## config.mk

```make
export PLATFORM = sky130hd
export DESIGN_NAME = branch_predictor
export DESIGN_NICKNAME = d
export VERILOG_FILES = /design/src/rtl/branch_predictor.sv
export SDC_FILE = /design/constraint.sdc
export NUM_CORES = 2
export LEC_CHECK = 0
export ABC_AREA = 1
export CELL_PAD_IN_SITES_DETAIL_PLACEMENT = 0
export CELL_PAD_IN_SITES_GLOBAL_PLACEMENT = 1
export CORE_MARGIN = 2
export CORE_UTILIZATION = 46
export DETAILED_ROUTE_END_ITERATION = 7
export PLACE_DENSITY = 0.79
export SLEW_MARGIN = 20
export SYNTH_ARGS = -nofsm -noshare
export SYNTH_HDL_FRONTEND = slang
export SYNTH_SLANG_ARGS = --single-unit
```

## constraint.sdc

```tcl
create_clock -name CLK -period 5.15 [get_ports CLK]
set_input_delay 1.03 -clock CLK [delete_from_list [all_inputs] [get_ports CLK]]
set_output_delay 1.03 -clock CLK [all_outputs]
set_load 0.1 [all_outputs]
```

## src/rtl/branch_predictor.sv

```systemverilog
// Direct-mapped branch target buffer with per-entry saturating direction counters
// and saturating hit/mispredict statistics. Lookup is combinational; update is clocked.
module branch_predictor #(
  parameter int ENTRIES  = 16,
  parameter int ADDR_W   = 32,
  parameter int CTR_W    = 2,
  parameter int CTR_INIT = 1,
  parameter int STAT_W   = 16
) (
  input  logic              CLK,
  input  logic              nRST,
  input  logic              lookup_en,
  input  logic [ADDR_W-1:0] lookup_pc,
  output logic              pred_hit,
  output logic              pred_taken,
  output logic [ADDR_W-1:0] pred_target,
  input  logic              update_en,
  input  logic [ADDR_W-1:0] update_pc,
  input  logic              update_taken,
  input  logic [ADDR_W-1:0] update_target,
  input  logic              update_is_branch,
  input  logic              flush,
  output logic [STAT_W-1:0] hit_count,
  output logic [STAT_W-1:0] mispredict_count
);

  localparam int IDX_W = $clog2(ENTRIES);
  localparam int TAG_W = ADDR_W - 2 - IDX_W;
  localparam int TGT_W = ADDR_W - 2;

  localparam logic [CTR_W-1:0] CTR_MAX = '1;
  localparam logic [CTR_W-1:0] CTR_WT  = {1'b1, {(CTR_W-1){1'b0}}};
  localparam logic [CTR_W-1:0] CTR_RST = CTR_W'(CTR_INIT);

  function automatic logic [CTR_W-1:0] ctr_step(input logic [CTR_W-1:0] c, input logic up);
    if (up) return (c == CTR_MAX) ? c : c + CTR_W'(1);
    return (c == '0) ? c : c - CTR_W'(1);
  endfunction

  function automatic logic [STAT_W-1:0] stat_inc(input logic [STAT_W-1:0] c);
    return (c == '1) ? c : c + STAT_W'(1);
  endfunction

  logic             valid_q [ENTRIES];
  logic [TAG_W-1:0] tag_q   [ENTRIES];
  logic [TGT_W-1:0] tgt_q   [ENTRIES];
  logic [CTR_W-1:0] ctr_q   [ENTRIES];

  logic [STAT_W-1:0] hit_cnt_q, hit_cnt_d;
  logic [STAT_W-1:0] mis_cnt_q, mis_cnt_d;

  // Lookup
  logic [IDX_W-1:0] lk_idx;
  logic [TAG_W-1:0] lk_tag;

  assign lk_idx      = lookup_pc[IDX_W+1:2];
  assign lk_tag      = lookup_pc[ADDR_W-1:IDX_W+2];
  assign pred_hit    = lookup_en & valid_q[lk_idx] & (tag_q[lk_idx] == lk_tag);
  assign pred_taken  = pred_hit & ctr_q[lk_idx][CTR_W-1];
  assign pred_target = pred_taken ? {tgt_q[lk_idx], 2'b00} : lookup_pc + ADDR_W'(4);

  // Update: re-derive what the table would have predicted for the resolved PC
  logic [IDX_W-1:0]  up_idx;
  logic [TAG_W-1:0]  up_tag;
  logic              old_hit;
  logic              old_taken;
  logic [ADDR_W-1:0] old_target;
  logic              mispredict;

  assign up_idx     = update_pc[IDX_W+1:2];
  assign up_tag     = update_pc[ADDR_W-1:IDX_W+2];
  assign old_hit    = valid_q[up_idx] & (tag_q[up_idx] == up_tag);
  assign old_taken  = old_hit & ctr_q[up_idx][CTR_W-1];
  assign old_target = old_taken ? {tgt_q[up_idx], 2'b00} : update_pc + ADDR_W'(4);
  assign mispredict = update_en &
                      ((old_taken != update_taken) |
                       (update_taken & (old_target != update_target)));

  logic             wr_en;
  logic             valid_d;
  logic [TAG_W-1:0] tag_d;
  logic [TGT_W-1:0] tgt_d;
  logic [CTR_W-1:0] ctr_d;

  always_comb begin
    wr_en   = 1'b0;
    valid_d = valid_q[up_idx];
    tag_d   = tag_q[up_idx];
    tgt_d   = tgt_q[up_idx];
    ctr_d   = ctr_q[up_idx];
    if (update_en) begin
      if (old_hit) begin
        wr_en = 1'b1;
        if (update_is_branch) begin
          ctr_d = ctr_step(ctr_q[up_idx], update_taken);
          if (update_taken) tgt_d = update_target[ADDR_W-1:2];
        end else begin
          ctr_d = CTR_MAX;
          tgt_d = update_target[ADDR_W-1:2];
        end
      end else if (update_taken) begin
        wr_en   = 1'b1;
        valid_d = 1'b1;
        tag_d   = up_tag;
        tgt_d   = update_target[ADDR_W-1:2];
        ctr_d   = update_is_branch ? CTR_WT : CTR_MAX;
      end
    end
  end

  // Table state; flush only drops valid bits and overrides any same-cycle write
  always_ff @(posedge CLK or negedge nRST) begin
    if (!nRST) begin
      for (int i = 0; i < ENTRIES; i++) begin
        valid_q[i] <= 1'b0;
        tag_q[i]   <= '0;
        tgt_q[i]   <= '0;
        ctr_q[i]   <= CTR_RST;
      end
    end else if (flush) begin
      for (int i = 0; i < ENTRIES; i++) valid_q[i] <= 1'b0;
    end else if (wr_en) begin
      valid_q[up_idx] <= valid_d;
      tag_q[up_idx]   <= tag_d;
      tgt_q[up_idx]   <= tgt_d;
      ctr_q[up_idx]   <= ctr_d;
    end
  end

  // Statistics
  always_comb begin
    hit_cnt_d = pred_hit   ? stat_inc(hit_cnt_q) : hit_cnt_q;
    mis_cnt_d = mispredict ? stat_inc(mis_cnt_q) : mis_cnt_q;
  end

  always_ff @(posedge CLK or negedge nRST) begin
    if (!nRST) begin
      hit_cnt_q <= '0;
      mis_cnt_q <= '0;
    end else begin
      hit_cnt_q <= hit_cnt_d;
      mis_cnt_q <= mis_cnt_d;
    end
  end

  assign hit_count        = hit_cnt_q;
  assign mispredict_count = mis_cnt_q;

endmodule
```

Yosys cells after proc, flatten, opt, wreduce, memory -nomap -nowiden
Index checks and enable logic that the tools add are counted.
W data, S select, Z words.
{"block": "word_totals", "output_inout_bits": 66, "reg_bits": 976}
{"block": "classes", "n_lt_le_gt_ge": 3, "n_mux": 65, "n_addsub": 6, "reduce_logical": 6, "eq_ne": 7, "n_bitwise": 13}
{"operator": "$bwmux W480", "n": 1}
{"operator": "$bwmux W416", "n": 1}
{"operator": "$mux W30", "n": 9}
{"operator": "$bmux W30 S4", "n": 2}
{"operator": "$bmux W26 S4", "n": 2}
{"operator": "$mux W26", "n": 8}
{"operator": "$demux W30 S4", "n": 1}
{"operator": "$demux W26 S4", "n": 1}
{"operator": "$add A32 B3 Y32 const B", "n": 2}
{"operator": "$mux W32", "n": 2}
{"operator": "$eq A26 B26 Y1", "n": 2}
{"operator": "$add A16 B1 Y16 const B", "n": 2}
{"operator": "$bwmux W32", "n": 1}
{"operator": "$eq A16 B16 Y1 const B", "n": 2}
{"operator": "$mux W16", "n": 2}
{"operator": "$ne A32 B32 Y1", "n": 1}
{"operator": "$mux W2", "n": 13}
{"operator": "$bmux W2 S4", "n": 2}
{"operator": "$bwmux W16", "n": 1}
{"operator": "$mux W1", "n": 15}
{"operator": "$ge A5 B5 Y1 const B", "n": 2}
{"operator": "$not A4 Y5", "n": 2}
{"operator": "$bmux W1 S4", "n": 2}
{"operator": "$demux W2 S4", "n": 1}
{"operator": "other kinds (13)", "n": 23}

Longest topological paths before layout
{"block": "depth", "ltp_word": 13, "mapped_depth": 33, "depth_no_buf": 29}

Least setup slack after synthesis
OpenSTA, ideal clock, no wires.
{"block": "synth_timing", "kind": "input to output", "from": "in lookup_pc[2]", "to": "out pred_target[2]", "slack_ns": -2.885, "required_ns": 4.120, "cell_stages": 16, "arrival_time_ns": 7.005, "cell_sequence": "buf_2 > clkbuf_1 > clkbuf_1 > clkbuf_1 > o21ai_0 > nand2_1 > nand2_1 > nand4_1 > nand4_1 > nor4_1 > nand2_1 > nor2_1 > nand2_1 > clkinv_1 > clkbuf_1 > o21ai_0"}
{"block": "synth_via", "elab_chain_cells": 8, "elab_cells_between_ends": 19}
{"element": "start, declared", "line_no": "13", "rtl": "input logic [ADDR_W-1:0] lookup_pc,"}
{"element": "$not A4 Y5 (implied by the code) (*)", "line_no": "58", "rtl": "assign pred_hit = lookup_en & valid_q[lk_idx] & (tag_q[lk_idx] == lk_tag);"}
{"element": "$bmux W26 S4 / $bmux W1 S4 (equally long branches)", "line_no": "58"}
{"element": "$mux W26 (implied by the code) / $mux W1 (equally long branches) (2 in a row)", "line_no": "58"}
{"element": "$eq A26 B26 Y1 / $and A1 B1 Y1 (equally long branches)", "line_no": "58"}
{"element": "$and A1 B1 Y1 (*)", "line_no": "58"}
{"element": "net pred_hit", "line_no": "14", "rtl": "output logic pred_hit,"}
{"element": "$and A1 B1 Y1 (*)", "line_no": "59", "rtl": "assign pred_taken = pred_hit & ctr_q[lk_idx][CTR_W-1];"}
{"element": "net pred_taken", "line_no": "15", "rtl": "output logic pred_taken,"}
{"element": "$mux W32 (*)", "line_no": "60", "rtl": "assign pred_target = pred_taken ? {tgt_q[lk_idx], 2'b00} : lookup_pc + ADDR_W'(4);"}
{"element": "end, declared", "line_no": "16", "rtl": "output logic [ADDR_W-1:0] pred_target,"}
The timed path passes the listed nets; every way through them passes the cells marked *. The select of a mux whose other input is x is not followed.

Worst setup path after layout
{"block": "layout_timing", "from": "in lookup_pc[2]", "to": "out pred_target[23]"}
{"block": "layout_via", "elab_chain_cells": 8, "elab_cells_between_ends": 19}
{"element": "$not A4 Y5 (implied by the code)", "line_no": "58, 59, 60"}
{"element": "$bmux W26 S4 / $bmux W1 S4 (equally long branches)", "line_no": "58"}
{"element": "$mux W26 (implied by the code) / $mux W1 (equally long branches) (2 in a row)", "line_no": "58"}
{"element": "$eq A26 B26 Y1 / $and A1 B1 Y1 (equally long branches)", "line_no": "58"}
{"element": "$and A1 B1 Y1", "line_no": "58"}
{"element": "$and A1 B1 Y1", "line_no": "59"}
{"element": "$mux W32 (*)", "line_no": "60"}
Mark *: on every way between the ends. The rest lies on a longest branch, timed or not. The select of a mux whose other input is x is not followed.

==> results_dict.tcl <==
set metrics [dict create \
    fmax_mhz 188 \
    hold_violations 0 \
    drtPass1Iterations 7 \
    antenna_found_initial 13 \
    avgSynthCellArea_um2 6.87 \
    io_pins 169 \
    chipHeight_um 360 \
    synthToLayoutAreaGrowth_pct 22.7 \
    vias_per_cell 5.78 \
    synth.most_common_cell "nand2_1" \
    htree_num_levels 3 \
    fp.dieArea_um2 130000 \
    postLayoutCellArea_um2 71600 \
    grt_max_degree 223 \
    place_congestion 0.982 \
    grtUsageTotal 0.381 \
    drc 0 \
    period_share 1.03 \
    root_buffer "clkbuf_16" \
    worstPathArrival_ps 4280 \
    worstPathMaxFanout 18 \
    crit_path_start_kind "primary input" \
    cts_hold_buf 0 \
    detail-route-antenna-nets 0 \
    fin_crit_ps 5310 \
    worstHoldPathType "in2async" \
    num_rows 130 \
    setup.worst_path.class "in2out" \
    place_hpwl_um 168000 \
    nets 8892 \
    drive_gt1_frac 0.117 \
    grt_pass1_vias 56500 \
    synth.largest_area_cell "dfrtp_1" \
    ys_warn_count 0 \
    yosys-top-cells-count "nand2_1, o21ai_0, dfrtp_1" \
    synth_fp_nets 8610 \
    grt_overflow 0 \
    outcome "finished with violations" \
    cts_tree "yes" \
    clock_latency_ps 760 \
    synth-edff-count 0 \
    synth_top_area_frac 0.412 \
    clk_pin_slew_ps 60 \
    final_util 0.570 \
    critical_path.endpoint_type "primary output" \
    netlist_instances 8500 \
    required_ps 4120 \
    numCtsBuffers 113 \
    drv_cap 0 \
    rrSetupSlack_ps 1240 \
    grt_pass1_wl_um 373000 \
    powerDensity_nw_per_um2 330 \
    yosys-top-cells-area "dfrtp_1, nand2_1, o21ai_0, inv_1, a21oi_1" \
    synth_area_um2 58400 \
    synth_cell_types 54 \
    ys_async_sr_fraction 1.00 \
    irDropWorstVdd_mv 0.314 \
    relSlewSlack 0.235 \
    clock_path_buffers 3 \
    leakage_nw 33.0 \
    rsz0062_at_grt "yes" \
    numClockSinks 976 \
    port-buffer-count 166 \
    yosysSeqAreaShare 0.419 \
    synth-seq-cells 976 \
    initial_utilization 0.464 \
    setup_viol 25 \
    wire_per_inst_um 23.8 \
    violations "negative setup slack" \
    max_slew.worst_pin.slew_ps 1150 \
    finalWorstSetupSlack_ps -164 \
    core-area_um2 126000 \
    slew_viol_final 0 \
    fp.dieW_um 360 \
    whs_ps 349 \
    routed_wl_um 251000 \
    clock_skew_ps 32.5 \
    ys.flop_type "dfrtp_1" \
    fin_setup_tns_ps -2780 \
    placed_area_um2 66800 \
    drt_iter0_markers 7428 \
    vias 60900 \
]
through the flow:
step | instances | power [mW] | worst slack [ps]
5_1_grt | 10500 | 24.8 | -222
3_5_place_dp | 10300 | 15.0 | -575
3_3_place_gp | 10300 | 14.9 | -606
6_report | 10500 | 23.7 | -164
2_1_floorplan | 8500 | 12.9 | -212
4_1_cts | 10500 | 23.6 | -58.9
registers in the layout (all words and copies together), names as in the netlist:
register	flops
tgt_q	480
valid_q	16
tag_q	416
hit_count	16
ctr_q	32
mispredict_count	16
area by class of cell:
type | instances | area [µm²]
Multi-Input combinational cell | 6068 | 29000
Sequential cell | 976 | 24400
Clock buffer | 176 | 3430
Clock inverter | 29 | 465
Antenna cell | 11 | 27.5
Timing Repair Buffer | 808 | 9070
Tap cell | 1650 | 2060
Inverter | 815 | 3130
Fill cell | 12100 | 54100
per-layer routing:
metal,vias up,track usage,routed length (µm)
li1,28400,-,-
met1,29000,0.516,102000
met2,2905,0.584,111000
met3,602,0.0580,22300
met4,4,0.218,15800
met5,-,0,26
worst paths after layout:
| kind | start | depth (start not counted) | end |
|---|---|---|---|
| min reg2reg | ctr_q[16] | 2 | ctr_q[16] |
| max in group asynchronous | nRST | 2 | ctr_q[9] |
| min in group CLK | ctr_q[16] | 2 | ctr_q[16] |
| max reg2reg | tag_q[55] | 25 | tag_q[330] |
| min | nRST | 1 | tgt_q[30] |
| max | lookup_pc[2] | 20 | pred_target[23] |
critical path: stages:
cell and delay [ps]:
buf_16 170, clkinv_16 120, buf_12 150, buf_16 150
buf_4 150, a21oi_2 130, o21ai_1 70, nand2_1 140
nand2_1 90, nand4_1 180, nand4_1 210, nor4_4 320
nand2_2 100, nor2_4 190, nand2_4 130, clkinv_8 180
buf_12 160, nor2_4 40, a41oi_4 280, buf_12 220
placed cells by master, fill, tap and decap left out, drive strengths merged, types with 79 or more instances in the layout:
cell type      synthesis  layout
xor2                  79      79
clkdlybuf4s50          0     123
nand2               2387    2387
dfrtp                960     960
nand3                490     490
inv                  810     804
buf                  264     683
o211ai               141     141
a21oi                531     531
clkbuf               377     176
nor2                 393     393
o21ai               1851    1851
kinds of logic (layout without fill, tap and decap cells):
group / Yosys count / after routing / synth area share
other: 0 / 11 / 0
adder cells (fa/ha/maj): 7 / 7 / 0.00150
buffers and inverters: 1456 / 1828 / 0.101
AND/OR/NAND/NOR: 3394 / 3394 / 0.235
AO/OA/AOI/OAI: 2576 / 2576 / 0.230
flip-flops: 976 / 976 / 0.419
XOR/XNOR: 91 / 91 / 0.0137
repair_timing:
action	4_1_cts	5_1_grt
buffers inserted	18	8
resized for setup	62	68
setup endpoints to repair	33	33
cloned	5	0
pin swaps	16	25
report_power, final:
part	internal, mW	leakage, nW	total (mW)	switching (mW)
sequential	8.93	11.4	9.52	0.592
clock	5.01	1.91	8.53	3.51
combinational	1.90	19.6	5.61	3.71
total	15.8	33.0	23.7	7.81
No activity file was read; power rests on OpenSTA's default activity.
